## src/rtl/asrv32_decode_queue.sv

```systemverilog
// asrv32_decode_queue
//   Buffered, handshaked RV32 decode stage. Fetched {pc, inst} pairs are
//   written into a DEPTH-entry FIFO. The FIFO head is decoded
//   combinationally, and the result is registered into a single output slot.
//   This lets fetch stalls and execute stalls decouple from each other.
//
//   Optional feature: define ASRV32_DECODE_MEXT_EN to decode the RV32M
//   multiply/divide group (RTYPE, funct7=0000001) into o_mext_op.
//   When the macro is not defined, o_mext_op stays 0 and that encoding is
//   illegal.
//
// Ports
//   i_clk, i_rst_n        clock, synchronous active-low reset
//   i_inst_valid/o_inst_ready/i_inst/i_pc
//                         fetch-side handshake and payload
//   i_flush               drop everything queued plus the output slot
//   o_valid/i_ready       execute-side handshake for the output slot
//   o_pc, o_rs1_addr, o_rs2_addr, o_rd_addr, o_imm, o_funct3
//                         decoded fields
//   o_opcode, o_alu_op, o_mext_op
//                         one-hot class, ALU and M-extension selects
//   o_illegal             slot holds an illegal encoding
//   o_count               FIFO occupancy (the output slot is not counted)

`ifndef OPCODE_WIDTH
`define OPCODE_WIDTH 11
`endif
`ifndef ALU_WIDTH
`define ALU_WIDTH 14
`endif

// o_opcode bit positions
`ifndef RTYPE
`define RTYPE 0
`endif
`ifndef ITYPE
`define ITYPE 1
`endif
`ifndef LOAD
`define LOAD 2
`endif
`ifndef STORE
`define STORE 3
`endif
`ifndef BRANCH
`define BRANCH 4
`endif
`ifndef JAL
`define JAL 5
`endif
`ifndef JALR
`define JALR 6
`endif
`ifndef LUI
`define LUI 7
`endif
`ifndef AUIPC
`define AUIPC 8
`endif
`ifndef SYSTEM
`define SYSTEM 9
`endif
`ifndef FENCE
`define FENCE 10
`endif

// o_alu_op bit positions
`ifndef ADD
`define ADD 0
`endif
`ifndef SUB
`define SUB 1
`endif
`ifndef SLT
`define SLT 2
`endif
`ifndef SLTU
`define SLTU 3
`endif
`ifndef XOR
`define XOR 4
`endif
`ifndef OR
`define OR 5
`endif
`ifndef AND
`define AND 6
`endif
`ifndef SLL
`define SLL 7
`endif
`ifndef SRL
`define SRL 8
`endif
`ifndef SRA
`define SRA 9
`endif
`ifndef EQ
`define EQ 10
`endif
`ifndef NEQ
`define NEQ 11
`endif
`ifndef GE
`define GE 12
`endif
`ifndef GEU
`define GEU 13
`endif

module asrv32_decode_queue #(
  parameter int DEPTH    = 4,
  parameter int PC_WIDTH = 32
) (
  input  logic                      i_clk,
  input  logic                      i_rst_n,
  input  logic                      i_inst_valid,
  output logic                      o_inst_ready,
  input  logic [31:0]               i_inst,
  input  logic [PC_WIDTH-1:0]       i_pc,
  input  logic                      i_flush,
  output logic                      o_valid,
  input  logic                      i_ready,
  output logic [PC_WIDTH-1:0]       o_pc,
  output logic [4:0]                o_rs1_addr,
  output logic [4:0]                o_rs2_addr,
  output logic [4:0]                o_rd_addr,
  output logic [31:0]               o_imm,
  output logic [2:0]                o_funct3,
  output logic [`OPCODE_WIDTH-1:0]  o_opcode,
  output logic [`ALU_WIDTH-1:0]     o_alu_op,
  output logic [7:0]                o_mext_op,
  output logic                      o_illegal,
  output logic [$clog2(DEPTH):0]    o_count
);

  localparam int AW = $clog2(DEPTH);
  localparam int CW = AW + 1;

  localparam logic [6:0] OPC_RTYPE  = 7'b0110011;
  localparam logic [6:0] OPC_ITYPE  = 7'b0010011;
  localparam logic [6:0] OPC_LOAD   = 7'b0000011;
  localparam logic [6:0] OPC_STORE  = 7'b0100011;
  localparam logic [6:0] OPC_BRANCH = 7'b1100011;
  localparam logic [6:0] OPC_JAL    = 7'b1101111;
  localparam logic [6:0] OPC_JALR   = 7'b1100111;
  localparam logic [6:0] OPC_LUI    = 7'b0110111;
  localparam logic [6:0] OPC_AUIPC  = 7'b0010111;
  localparam logic [6:0] OPC_SYSTEM = 7'b1110011;
  localparam logic [6:0] OPC_FENCE  = 7'b0001111;

  // FIFO storage and control
  logic [PC_WIDTH-1:0]      r_mem_pc   [DEPTH];
  logic [31:0]              r_mem_inst [DEPTH];
  logic [AW-1:0]            r_wr_ptr;
  logic [AW-1:0]            r_rd_ptr;
  logic [CW-1:0]            r_count;

  // Output slot
  logic                     r_valid;
  logic [PC_WIDTH-1:0]      r_pc;
  logic [4:0]               r_rs1;
  logic [4:0]               r_rs2;
  logic [4:0]               r_rd;
  logic [31:0]              r_imm;
  logic [2:0]               r_funct3;
  logic [`OPCODE_WIDTH-1:0] r_opcode;
  logic [`ALU_WIDTH-1:0]    r_alu;
  logic [7:0]               r_mext;
  logic                     r_illegal;

  logic                     w_push;
  logic                     w_pop;
  logic [PC_WIDTH-1:0]      w_head_pc;
  logic [31:0]              w_inst;
  logic [6:0]               w_op;
  logic [2:0]               w_f3;
  logic [6:0]               w_f7;

  logic [31:0]              w_imm_i;
  logic [31:0]              w_imm_s;
  logic [31:0]              w_imm_b;
  logic [31:0]              w_imm_j;
  logic [31:0]              w_imm_u;
  logic [31:0]              w_imm_z;

  logic [`ALU_WIDTH-1:0]    w_arith_alu;
  logic [`ALU_WIDTH-1:0]    w_branch_alu;
  logic [`OPCODE_WIDTH-1:0] w_opc;
  logic [`ALU_WIDTH-1:0]    w_alu;
  logic [7:0]               w_mext;
  logic [31:0]              w_imm;
  logic                     w_bad;

  // Ready deliberately ignores i_ready: only occupancy and reset gate intake.
  assign o_inst_ready = (r_count < CW'(DEPTH)) & i_rst_n;
  assign w_push       = i_inst_valid & o_inst_ready & ~i_flush;
  assign w_pop        = (r_count != '0) & (~r_valid | i_ready) & ~i_flush;

  assign w_head_pc = r_mem_pc[r_rd_ptr];
  assign w_inst    = r_mem_inst[r_rd_ptr];
  assign w_op      = w_inst[6:0];
  assign w_f3      = w_inst[14:12];
  assign w_f7      = w_inst[31:25];

  assign w_imm_i = {{20{w_inst[31]}}, w_inst[31:20]};
  assign w_imm_s = {{20{w_inst[31]}}, w_inst[31:25], w_inst[11:7]};
  assign w_imm_b = {{19{w_inst[31]}}, w_inst[31], w_inst[7], w_inst[30:25],
                    w_inst[11:8], 1'b0};
  assign w_imm_j = {{11{w_inst[31]}}, w_inst[31], w_inst[19:12], w_inst[20],
                    w_inst[30:21], 1'b0};
  assign w_imm_u = {w_inst[31:12], 12'b0};
  assign w_imm_z = {20'b0, w_inst[31:20]};

  // Arithmetic op from funct3. inst[30] selects SUB only for register-register
  // ADD (ADDI has no SUB form), and selects SRA for both shift-right forms.
  always_comb begin
    w_arith_alu = '0;
    case (w_f3)
      3'b000: begin
        if ((w_op == OPC_RTYPE) && w_inst[30]) w_arith_alu[`SUB] = 1'b1;
        else                                   w_arith_alu[`ADD] = 1'b1;
      end
      3'b001: w_arith_alu[`SLL]  = 1'b1;
      3'b010: w_arith_alu[`SLT]  = 1'b1;
      3'b011: w_arith_alu[`SLTU] = 1'b1;
      3'b100: w_arith_alu[`XOR]  = 1'b1;
      3'b101: begin
        if (w_inst[30]) w_arith_alu[`SRA] = 1'b1;
        else            w_arith_alu[`SRL] = 1'b1;
      end
      3'b110: w_arith_alu[`OR]   = 1'b1;
      default: w_arith_alu[`AND] = 1'b1;
    endcase
  end

  // Branch comparison from funct3; 010/011 are reserved and flagged below.
  always_comb begin
    w_branch_alu = '0;
    case (w_f3)
      3'b000:  w_branch_alu[`EQ]   = 1'b1;
      3'b001:  w_branch_alu[`NEQ]  = 1'b1;
      3'b100:  w_branch_alu[`SLT]  = 1'b1;
      3'b101:  w_branch_alu[`GE]   = 1'b1;
      3'b110:  w_branch_alu[`SLTU] = 1'b1;
      3'b111:  w_branch_alu[`GEU]  = 1'b1;
      default: w_branch_alu = '0;
    endcase
  end

  // Class, immediate and legality of the FIFO head. The immediate depends
  // only on the major opcode, so an illegal funct field still carries it.
  always_comb begin
    w_opc  = '0;
    w_alu  = '0;
    w_mext = '0;
    w_imm  = '0;
    w_bad  = 1'b0;
    case (w_op)
      OPC_RTYPE: begin
        w_opc[`RTYPE] = 1'b1;
        if ((w_f7 == 7'b0000000) ||
            ((w_f7 == 7'b0100000) && ((w_f3 == 3'b000) || (w_f3 == 3'b101))))
          w_alu = w_arith_alu;
`ifdef ASRV32_DECODE_MEXT_EN
        else if (w_f7 == 7'b0000001)
          w_mext[w_f3] = 1'b1;
`endif
        else
          w_bad = 1'b1;
      end
      OPC_ITYPE: begin
        w_opc[`ITYPE] = 1'b1;
        w_imm         = w_imm_i;
        w_alu         = w_arith_alu;
        if ((w_f3 == 3'b001) && (w_f7 != 7'b0000000))
          w_bad = 1'b1;
        if ((w_f3 == 3'b101) && (w_f7 != 7'b0000000) && (w_f7 != 7'b0100000))
          w_bad = 1'b1;
      end
      OPC_LOAD: begin
        w_opc[`LOAD] = 1'b1;
        w_imm        = w_imm_i;
        w_alu[`ADD]  = 1'b1;
        if ((w_f3 == 3'b011) || (w_f3 == 3'b110) || (w_f3 == 3'b111))
          w_bad = 1'b1;
      end
      OPC_STORE: begin
        w_opc[`STORE] = 1'b1;
        w_imm         = w_imm_s;
        w_alu[`ADD]   = 1'b1;
        if (w_f3 > 3'b010) w_bad = 1'b1;
      end
      OPC_BRANCH: begin
        w_opc[`BRANCH] = 1'b1;
        w_imm          = w_imm_b;
        w_alu          = w_branch_alu;
        if ((w_f3 == 3'b010) || (w_f3 == 3'b011)) w_bad = 1'b1;
      end
      OPC_JAL: begin
        w_opc[`JAL] = 1'b1;
        w_imm       = w_imm_j;
        w_alu[`ADD] = 1'b1;
      end
      OPC_JALR: begin
        w_opc[`JALR] = 1'b1;
        w_imm        = w_imm_i;
        w_alu[`ADD]  = 1'b1;
        if (w_f3 != 3'b000) w_bad = 1'b1;
      end
      OPC_LUI: begin
        w_opc[`LUI] = 1'b1;
        w_imm       = w_imm_u;
        w_alu[`ADD] = 1'b1;
      end
      OPC_AUIPC: begin
        w_opc[`AUIPC] = 1'b1;
        w_imm         = w_imm_u;
        w_alu[`ADD]   = 1'b1;
      end
      OPC_SYSTEM: begin
        w_opc[`SYSTEM] = 1'b1;
        w_imm          = w_imm_z;
        w_alu[`ADD]    = 1'b1;
      end
      OPC_FENCE: begin
        w_opc[`FENCE] = 1'b1;
        w_imm         = w_imm_z;
        w_alu[`ADD]   = 1'b1;
      end
      default: w_bad = 1'b1;
    endcase
    // Illegal encodings present no class or op so execute cannot act on them.
    if (w_bad) begin
      w_opc  = '0;
      w_alu  = '0;
      w_mext = '0;
    end
  end

  // FIFO payload array (no reset: contents are qualified by r_count).
  always_ff @(posedge i_clk) begin
    if (w_push) begin
      r_mem_pc[r_wr_ptr]   <= i_pc;
      r_mem_inst[r_wr_ptr] <= i_inst;
    end
  end

  // Pointers, occupancy and the output slot.
  always_ff @(posedge i_clk) begin
    if (!i_rst_n) begin
      r_wr_ptr  <= '0;
      r_rd_ptr  <= '0;
      r_count   <= '0;
      r_valid   <= 1'b0;
      r_pc      <= '0;
      r_rs1     <= '0;
      r_rs2     <= '0;
      r_rd      <= '0;
      r_imm     <= '0;
      r_funct3  <= '0;
      r_opcode  <= '0;
      r_alu     <= '0;
      r_mext    <= '0;
      r_illegal <= 1'b0;
    end else if (i_flush) begin
      // Slot data is left as-is; with r_valid low it is don't-care.
      r_wr_ptr <= '0;
      r_rd_ptr <= '0;
      r_count  <= '0;
      r_valid  <= 1'b0;
    end else begin
      if (w_push) r_wr_ptr <= r_wr_ptr + AW'(1);
      if (w_pop) begin
        r_rd_ptr  <= r_rd_ptr + AW'(1);
        r_valid   <= 1'b1;
        r_pc      <= w_head_pc;
        r_rs1     <= w_inst[19:15];
        r_rs2     <= w_inst[24:20];
        r_rd      <= w_inst[11:7];
        r_imm     <= w_imm;
        r_funct3  <= w_f3;
        r_opcode  <= w_opc;
        r_alu     <= w_alu;
        r_mext    <= w_mext;
        r_illegal <= w_bad;
      end else if (i_ready) begin
        r_valid <= 1'b0;
      end
      case ({w_push, w_pop})
        2'b10:   r_count <= r_count + CW'(1);
        2'b01:   r_count <= r_count - CW'(1);
        default: r_count <= r_count;
      endcase
    end
  end

  assign o_valid    = r_valid;
  assign o_pc       = r_pc;
  assign o_rs1_addr = r_rs1;
  assign o_rs2_addr = r_rs2;
  assign o_rd_addr  = r_rd;
  assign o_imm      = r_imm;
  assign o_funct3   = r_funct3;
  assign o_opcode   = r_opcode;
  assign o_alu_op   = r_alu;
  assign o_mext_op  = r_mext;
  assign o_illegal  = r_illegal;
  assign o_count    = r_count;

endmodule
```

## config.mk

```make
export PLATFORM = sky130hd
export DESIGN_NAME = asrv32_decode_queue
export DESIGN_NICKNAME = d
export VERILOG_FILES = /design/src/rtl/asrv32_decode_queue.sv
export SDC_FILE = /design/constraint.sdc
export NUM_CORES = 1
export LEC_CHECK = 0
export CORE_MARGIN = 2
export CORE_UTILIZATION = 45
export CTS_CLUSTER_SIZE = 24
export DETAILED_ROUTE_END_ITERATION = 8
export GPL_ROUTABILITY_DRIVEN = 1
export HOLD_SLACK_MARGIN = 0.1
export PLACE_DENSITY_LB_ADDON = 0.1
export SLEW_MARGIN = 15
export SYNTH_ARGS = -nofsm -noshare
export SYNTH_HDL_FRONTEND = slang
export SYNTH_SLANG_ARGS = --single-unit
```

## constraint.sdc

```tcl
create_clock -name i_clk -period 4.3 [get_ports i_clk]
set_clock_uncertainty 0.1 [all_clocks]
set_input_delay 0.645 -clock i_clk [delete_from_list [all_inputs] [get_ports i_clk]]
set_output_delay 0.645 -clock i_clk [all_outputs]
set_load 0.03 [all_outputs]
```

==> metrics.md, run 1 <==
| Metric | Value |
|---|---|
| All-Layer GR Usage | just under 20% |
| Initial drt markers | 497 |
| Setup violations, final | 0 |
| First-pass GRT wire length | 49.27 mm |
| Worst Tran Pin Value | approximately 0.96 ns |
| Clk buf depth | 3 |
| RePlAce Congestion | slightly above 0.8 |
| Fin. max-slew vios | 0 |
| Worst VDD drop | approximately 0.27 mV |
| Grt total ovfl | 0 |
| DRC viols | 0 |
| PD cells | 428.1 nW/um2 |
| CTS resizes | 0 |
| Synthesis-stage register bit count | 374 |
| Multi-input logic area | 3850 um2 |
| Die area | 32980 um2 |
| Seq/Total Area, Yosys | a little over 70% |
| CP max stage cell | dfxtp_2 |
| Share of cells above drive strength 1 | 13.88% |
| Cts hold-fix bufs | 0 |
| Synth cell types | 57 |
| Critical hold path startpoint | o_imm[27] |
| Crit path time final | about 3.5 ns |
| Vias | 8286 |
| CP Capture Type | flop |
| Worst Hold End | o_imm[27] |
| Reg2reg setup slack | between 0.8 and 0.9 ns |
| Post-synth EDFFs | 256 |
| Max Clock Freq | 287.0 MHz |
| H-tree levels | 2 |
| CP Class | flop to flop |
| Synth top area share | 54.16% |
| Post-synth ARST share | 0% |
| Hold path cells | 2 |
| Synthesized netlist cell count | 929 |
| Rows | between 60 and 70 |
| Reg2reg path depth | 7 |
| Final Util | 57.05% |
| Worst-Skew Late Latency | 0.53 ns |
| Slew HR | 35.81% |
| Dpl ws | between 0.7 and 0.8 ns |
| Initial DRT Pass Iterations | 5 |
| CTS sink cnt | about 370 |
| Core area | 31310 um2 |
| Fin. Hold Viols | 0 |
| Top post-synthesis cells by area | edfxtp_1, dfxtp_1, mux4_2 |
| Die height | 181.6 um |
| CTS Buf Count | 40 |
| CP Data Arrival Time | 3.85 ns |
| Mean Syn Cell Area | 15.28 um2 |
| CTS root buf | clkbuf_16 |
| Sum Neg Setup Slack | 0 ns |
| Antenna viol nets, final | 0 |
| Synth Cell Area | around 14000 um2 |
| Dominant cell type by area after synthesis | edfxtp_1 |
| CP required | 4.67 ns |
| Most common cell after layout, fill and taps aside | edfxtp_1 |
| Crit Path Max Fanout | 17 |
| Initial antenna violation count | 6 |
| Clock slew at reported path FFs | approximately 0.060 ns |
| Post-CTS Setup Bufs | 0 |
| Vias per Instance | 5.312 |
| Worst-path cell chain | mux4_2 -> or4_1 -> nor3_2 -> a21boi_0 -> nand4b_4 -> nor4b_4 -> a22o_1 |
| Initial core utilization | 45.33% |
| CTS tree | done |
| Layout filler cell count | roughly 2500 |
| Status | finished, final reports clean |
| Nets | around 1200 |
| Total number of yosys warnings | 0 |
| Buffers on Ports | 181 |
| Vias in the first global route | 8310 |
| Register area | 10050 um2 |
| Leakage | 5.707 nW |
| Syn-to-layout area delta | 25.85% |
| HP Class | flop to flop |
| Die span in x | 181.6 um |
| Ys flop type | edfxtp_1 |
| Post-Route WL | about 32 mm |
| Crit-path max cell delay | 0.70 ns |
| RSZ-0062 raised after global routing | false |
| HPWL after detailed placement | 20.78 mm |
| Largest net degree at the start of global routing | 67 |
| IO Count | 190 |
| Final WS setup | 0.8158 ns |
| Most frequent cells in the layout | edfxtp_1, clkdlybuf4s50_1, nand2_1 |
| Period utilization | 81.03% |
| Worst R2R End | o_opcode[3] |
| CP Launch Type | flop |
| WL/cell | 20.43 um |
| Max-cap violations | 0 |
[worst max-delay path: cells and delay by family (launching register included)]
family / cells / cell delay, ns
flops: 1 / 0.70
compound gates: 2 / 0.35
simple gates: 4 / 1.61
mux: 1 / 0.65
[synthesized netlist by cell type, types with 2 or more instances]
cell type  number
o21ai_1         5
a21boi_0       55
a22oi_1         8
xnor2_1         2
and3_1          2
a32o_1          2
nor4_1          5
inv_1          13
nor3_1          8
nand4_1         2
ha_1            5
or2_2           2
mux4_1          6
nor2_1         19
buf_4           9
nand3b_1        2
dfxtp_1       118
edfxtp_1      256
a21oi_1        30
a22o_1         15
and2_1          9
a32oi_1         3
nor2b_1        14
nand3_1         3
nand2b_1        6
nand2_1       151
or3_1           3
o21ai_0        30
o22ai_1         3
xor2_1          5
buf_2           5
or2_1           3
or4_1           3
o21a_1          2
mux4_2         57
clkbuf_1       39
buf_1           9
[flip-flops by register name, indices dropped and copies added (netlist names), 2 cells and up, named ones only]
register and cells:
o_rs1_addr 5, o_rs2_addr 5, r_mem_pc 128, o_imm 32, r_mem_inst 128, o_rd_addr 5, o_funct3 3, r_rd_ptr 2
r_wr_ptr 2, o_alu_op 14, o_pc 32, o_opcode 11, o_count 3
[kinds of logic (layout without fill, tap and decap cells)]
family	count (synthesis)	count (layout)	share of synthesized area, %
adders and majority gates	6	6	0.5818
xor gates and xnor gates	7	7	0.4319
and+or+nand+nor	238	238	7.854
other	1	13	0.02642
buffers and inverters	76	293	2.345
muxes	63	63	10.15
DFF	374	374	70.80
AOI/OAI and AO/OA	164	164	7.810
[worst max path at each step]
| stage | cells past startpoint | slack (ns) | endpoint |
|---|---|---|---|
| floorplan | 4 | 1.06 | r_mem_inst[0][0] |
| global placement | 7 | 0.87 | o_alu_op[7] |
| detailed placement | 7 | 0.78 | o_opcode[0] |
| CTS | 7 | 0.78 | o_opcode[3] |
| global route | 7 | 0.51 | o_alu_op[4] |
| finish | 7 | 0.82 | o_opcode[3] |
[metrics by stage]
stage                     cells  instance area (um2)  hold WS, ns  power [W]
after global routing       1556                17850       0.3740   0.007901
after global placement     1481                16500       0.3357   0.004235
final                      1560                17860       0.3490   0.007648
after CTS                  1555                17850       0.3536   0.007734
after floorplan             936                14220       0.4382   0.004098
after detailed placement   1481                16500       0.3453   0.004239
[area by class of cell]
cell class | count | share of cell area (%)
sequential | 374 | 56.28
multi-input combinational | 486 | 21.55
timing repair buffer | 206 | 11.44
clock buffer | 57 | 6.359
tap | 402 | 2.816
clock inverter | 17 | 1.212
inverter | 13 | 0.2731
antenna | 5 | 0.07004
[layer usage]
layer,share of wire (%),global-route usage [%],wire [um],up-vias
met5,0.075,0,24,-
met2,48,32.06,15210,265
met1,43,25.73,13680,4088
met3,7.3,5.395,2338,54
li1,-,-,-,3875
met4,1.9,5.528,616,4
[report_power, final]
group          internal, W  switching, W  leakage [nW]
Combinational     0.000118      0.000152          1.78
Sequential         0.00388     0.0000122          3.27
Clock              0.00215       0.00134         0.664
Total              0.00614       0.00151          5.71
No activity file was read; power rests on OpenSTA's default activity.
==> run 2: changes to the inputs <==
- clock period: 4.3 -> 3.6 ns (I/O delays scaled with it)
==> metrics.md, run 2 (synthesis results as in run 1) <==
| Metric | Value |
|---|---|
| Status | finished, final reports clean |
| Largest net degree at the start of global routing | 62 |
| HP Class | primary input to flop |
| Power share of the combinational group | 3.7% |
| Int Pwr | 0.007081 W |
| Die span in x | around 180 um |
| CP Launch Type | flop |
| Top flop regs | r_mem_inst (128), r_mem_pc (128) |
| Switch share | 20.31% |
| Rows | 65 |
| Max-cap violations | 0 |
| Vias per Instance | between 5 and 6 |
| Final hold slack | 0.2516 ns |
| Worst-path cell chain | buf_4 -> mux4_2 -> or2_1 -> nor4_1 -> a31oi_1 -> nor2b_1 -> a32oi_1 -> nor2b_1 |
| H-tree levels | 2 |
| Grt total ovfl | 0 |
| Share of cells above drive strength 1 | 14.75% |
| HPWL after detailed placement | 20.86 mm |
| CP required | 3.96 ns |
| Leakage | 5.752 nW |
| CTS resizes | 0 |
| CP Data Arrival Time | 3.59 ns |
| Crit Path Max Fanout | 11 |
| CP max stage cell | mux4_2 |
| Most frequent CP cell | nor2b_1 |
| Initial DRT Pass Iterations | 7 |
| PD cells | 495.8 nW/um2 |
| Period utilization | 89.64% |
| Worst Tran Pin Value | 0.9473 ns |
| IO Count | 190 |
| All-Layer GR Usage | 19.92% |
| Cts hold-fix bufs | 0 |
| Layout filler cell count | 2519 |
| Worst-Skew Late Latency | between 0.5 and 0.6 ns |
| Fin. max-slew vios | 0 |
| Buffers on Ports | 181 |
| Syn-to-layout area delta | 26.24% |
| CTS root buf | clkbuf_16 |
| Core area | 31310 um2 |
| Sw Pwr | 0.001805 W |
| Slew HR | 36.85% |
| Vias | 8371 |
| Setup violations, final | 0 |
| Crit path time final | 3.227 ns |
| Nets | around 1200 |
| Sequential fraction of design power | 52.3% |
| Post-CTS Setup Bufs | 0 |
| Max Clock Freq | 309.9 MHz |
| Most common cell after layout, fill and taps aside | edfxtp_1 |
| Initial drt markers | 563 |
| CP Capture Type | flop |
| Initial antenna violation count | 3 |
| CP Class | flop to flop |
| Post-Route WL | ~32 mm |
| CTS Buf Count | 40 |
| Sum Neg Setup Slack | 0 ns |
| DRC viols | 0 |
| Clock power share | a little over two fifths |
| RSZ-0062 raised after global routing | false |
| Die area | 32980 um2 |
| CTS tree | done |
| Most frequent cells in the layout | edfxtp_1, clkdlybuf4s50_1, nand2_1 |
| Clock slew at reported path FFs | 0.06 ns |
| Worst VDD drop | approximately 0.44 mV |
| First-pass GRT wire length | 50.32 mm |
| RePlAce Congestion | 0.8364 |
| Die height | 181.6 um |
| WL/cell | 20.63 um |
| Fin. Hold Viols | 0 |
| Clk buf depth | 3 |
| CTS sink cnt | 374 |
| Initial core utilization | 45.33% |
| Antenna viol nets, final | 0 |
| Crit-path max cell delay | 0.56 ns |
| Vias in the first global route | 8601 |
-- run 2: layout make-up --
type                    instances  area (um2)  share of cell area [%]
diodes                          1       2.502                 0.01396
clock inverters                11       70.07                  0.3910
repair buffers                219        2192                   12.23
clock buffers                  63        1200                   6.696
inverters                      13       48.80                  0.2723
flip-flops and latches        374       10050                   56.10
multi-input cells             486        3850                   21.48
well taps                     402       503.0                   2.807
-- run 2: worst paths after layout --
kind	from	to	slack, ns	depth (start not counted)
max	flop	o_alu_op[7]	0.37	8
min	i_rst_n	o_illegal	0.25	3
max reg2reg	flop	o_alu_op[7]	0.37	8
min reg2reg	o_imm[23]	o_imm[23]	0.35	2
-- run 2: routing by layer --
metal / GRT usage [%] / wire (um) / up-vias
met5: 0 / 27 / -
met4: 4.650 / 504 / 4
met3: 4.533 / 1922 / 46
met2: 33.15 / 15710 / 251
met1: 26.88 / 14200 / 4164
li1: - / - / 3906
-- run 2: worst max-delay path: cells and delay by family (launching register included) --
kind | cells | cell delay (ns)
AOI/OAI and AO/OA | 2 | 0.35
buffers and inverters | 1 | 0.23
DFF | 1 | 0.54
muxes | 1 | 0.56
and+or+nand+nor | 4 | 1.38
-- run 2: through the flow --
step | power, W | cells | instance area (um2) | util [%] | setup WS (ns)
floorplan | 0.004895 | 936 | 14220 | - | 0.4665
global placement | 0.005066 | 1494 | 16650 | 53.17 | 0.4115
detailed placement | 0.005072 | 1494 | 16650 | 53.17 | 0.3803
CTS | 0.008983 | 1568 | 17920 | 57.22 | 0.3307
global route | 0.009201 | 1568 | 17920 | 57.22 | 0.08676
finish | 0.008885 | 1569 | 17920 | 57.23 | 0.3731
-- run 2: power groups by stage --
stage	Combinational (W)	Clock, W	Sequential (W)
after CTS	0.000338	0.00400	0.00464
after global routing	0.000361	0.00420	0.00464
final	0.000333	0.00391	0.00464
after detailed placement	0.000336	0	0.00474
after global placement	0.000332	0	0.00473
after floorplan	0.000143	0	0.00475
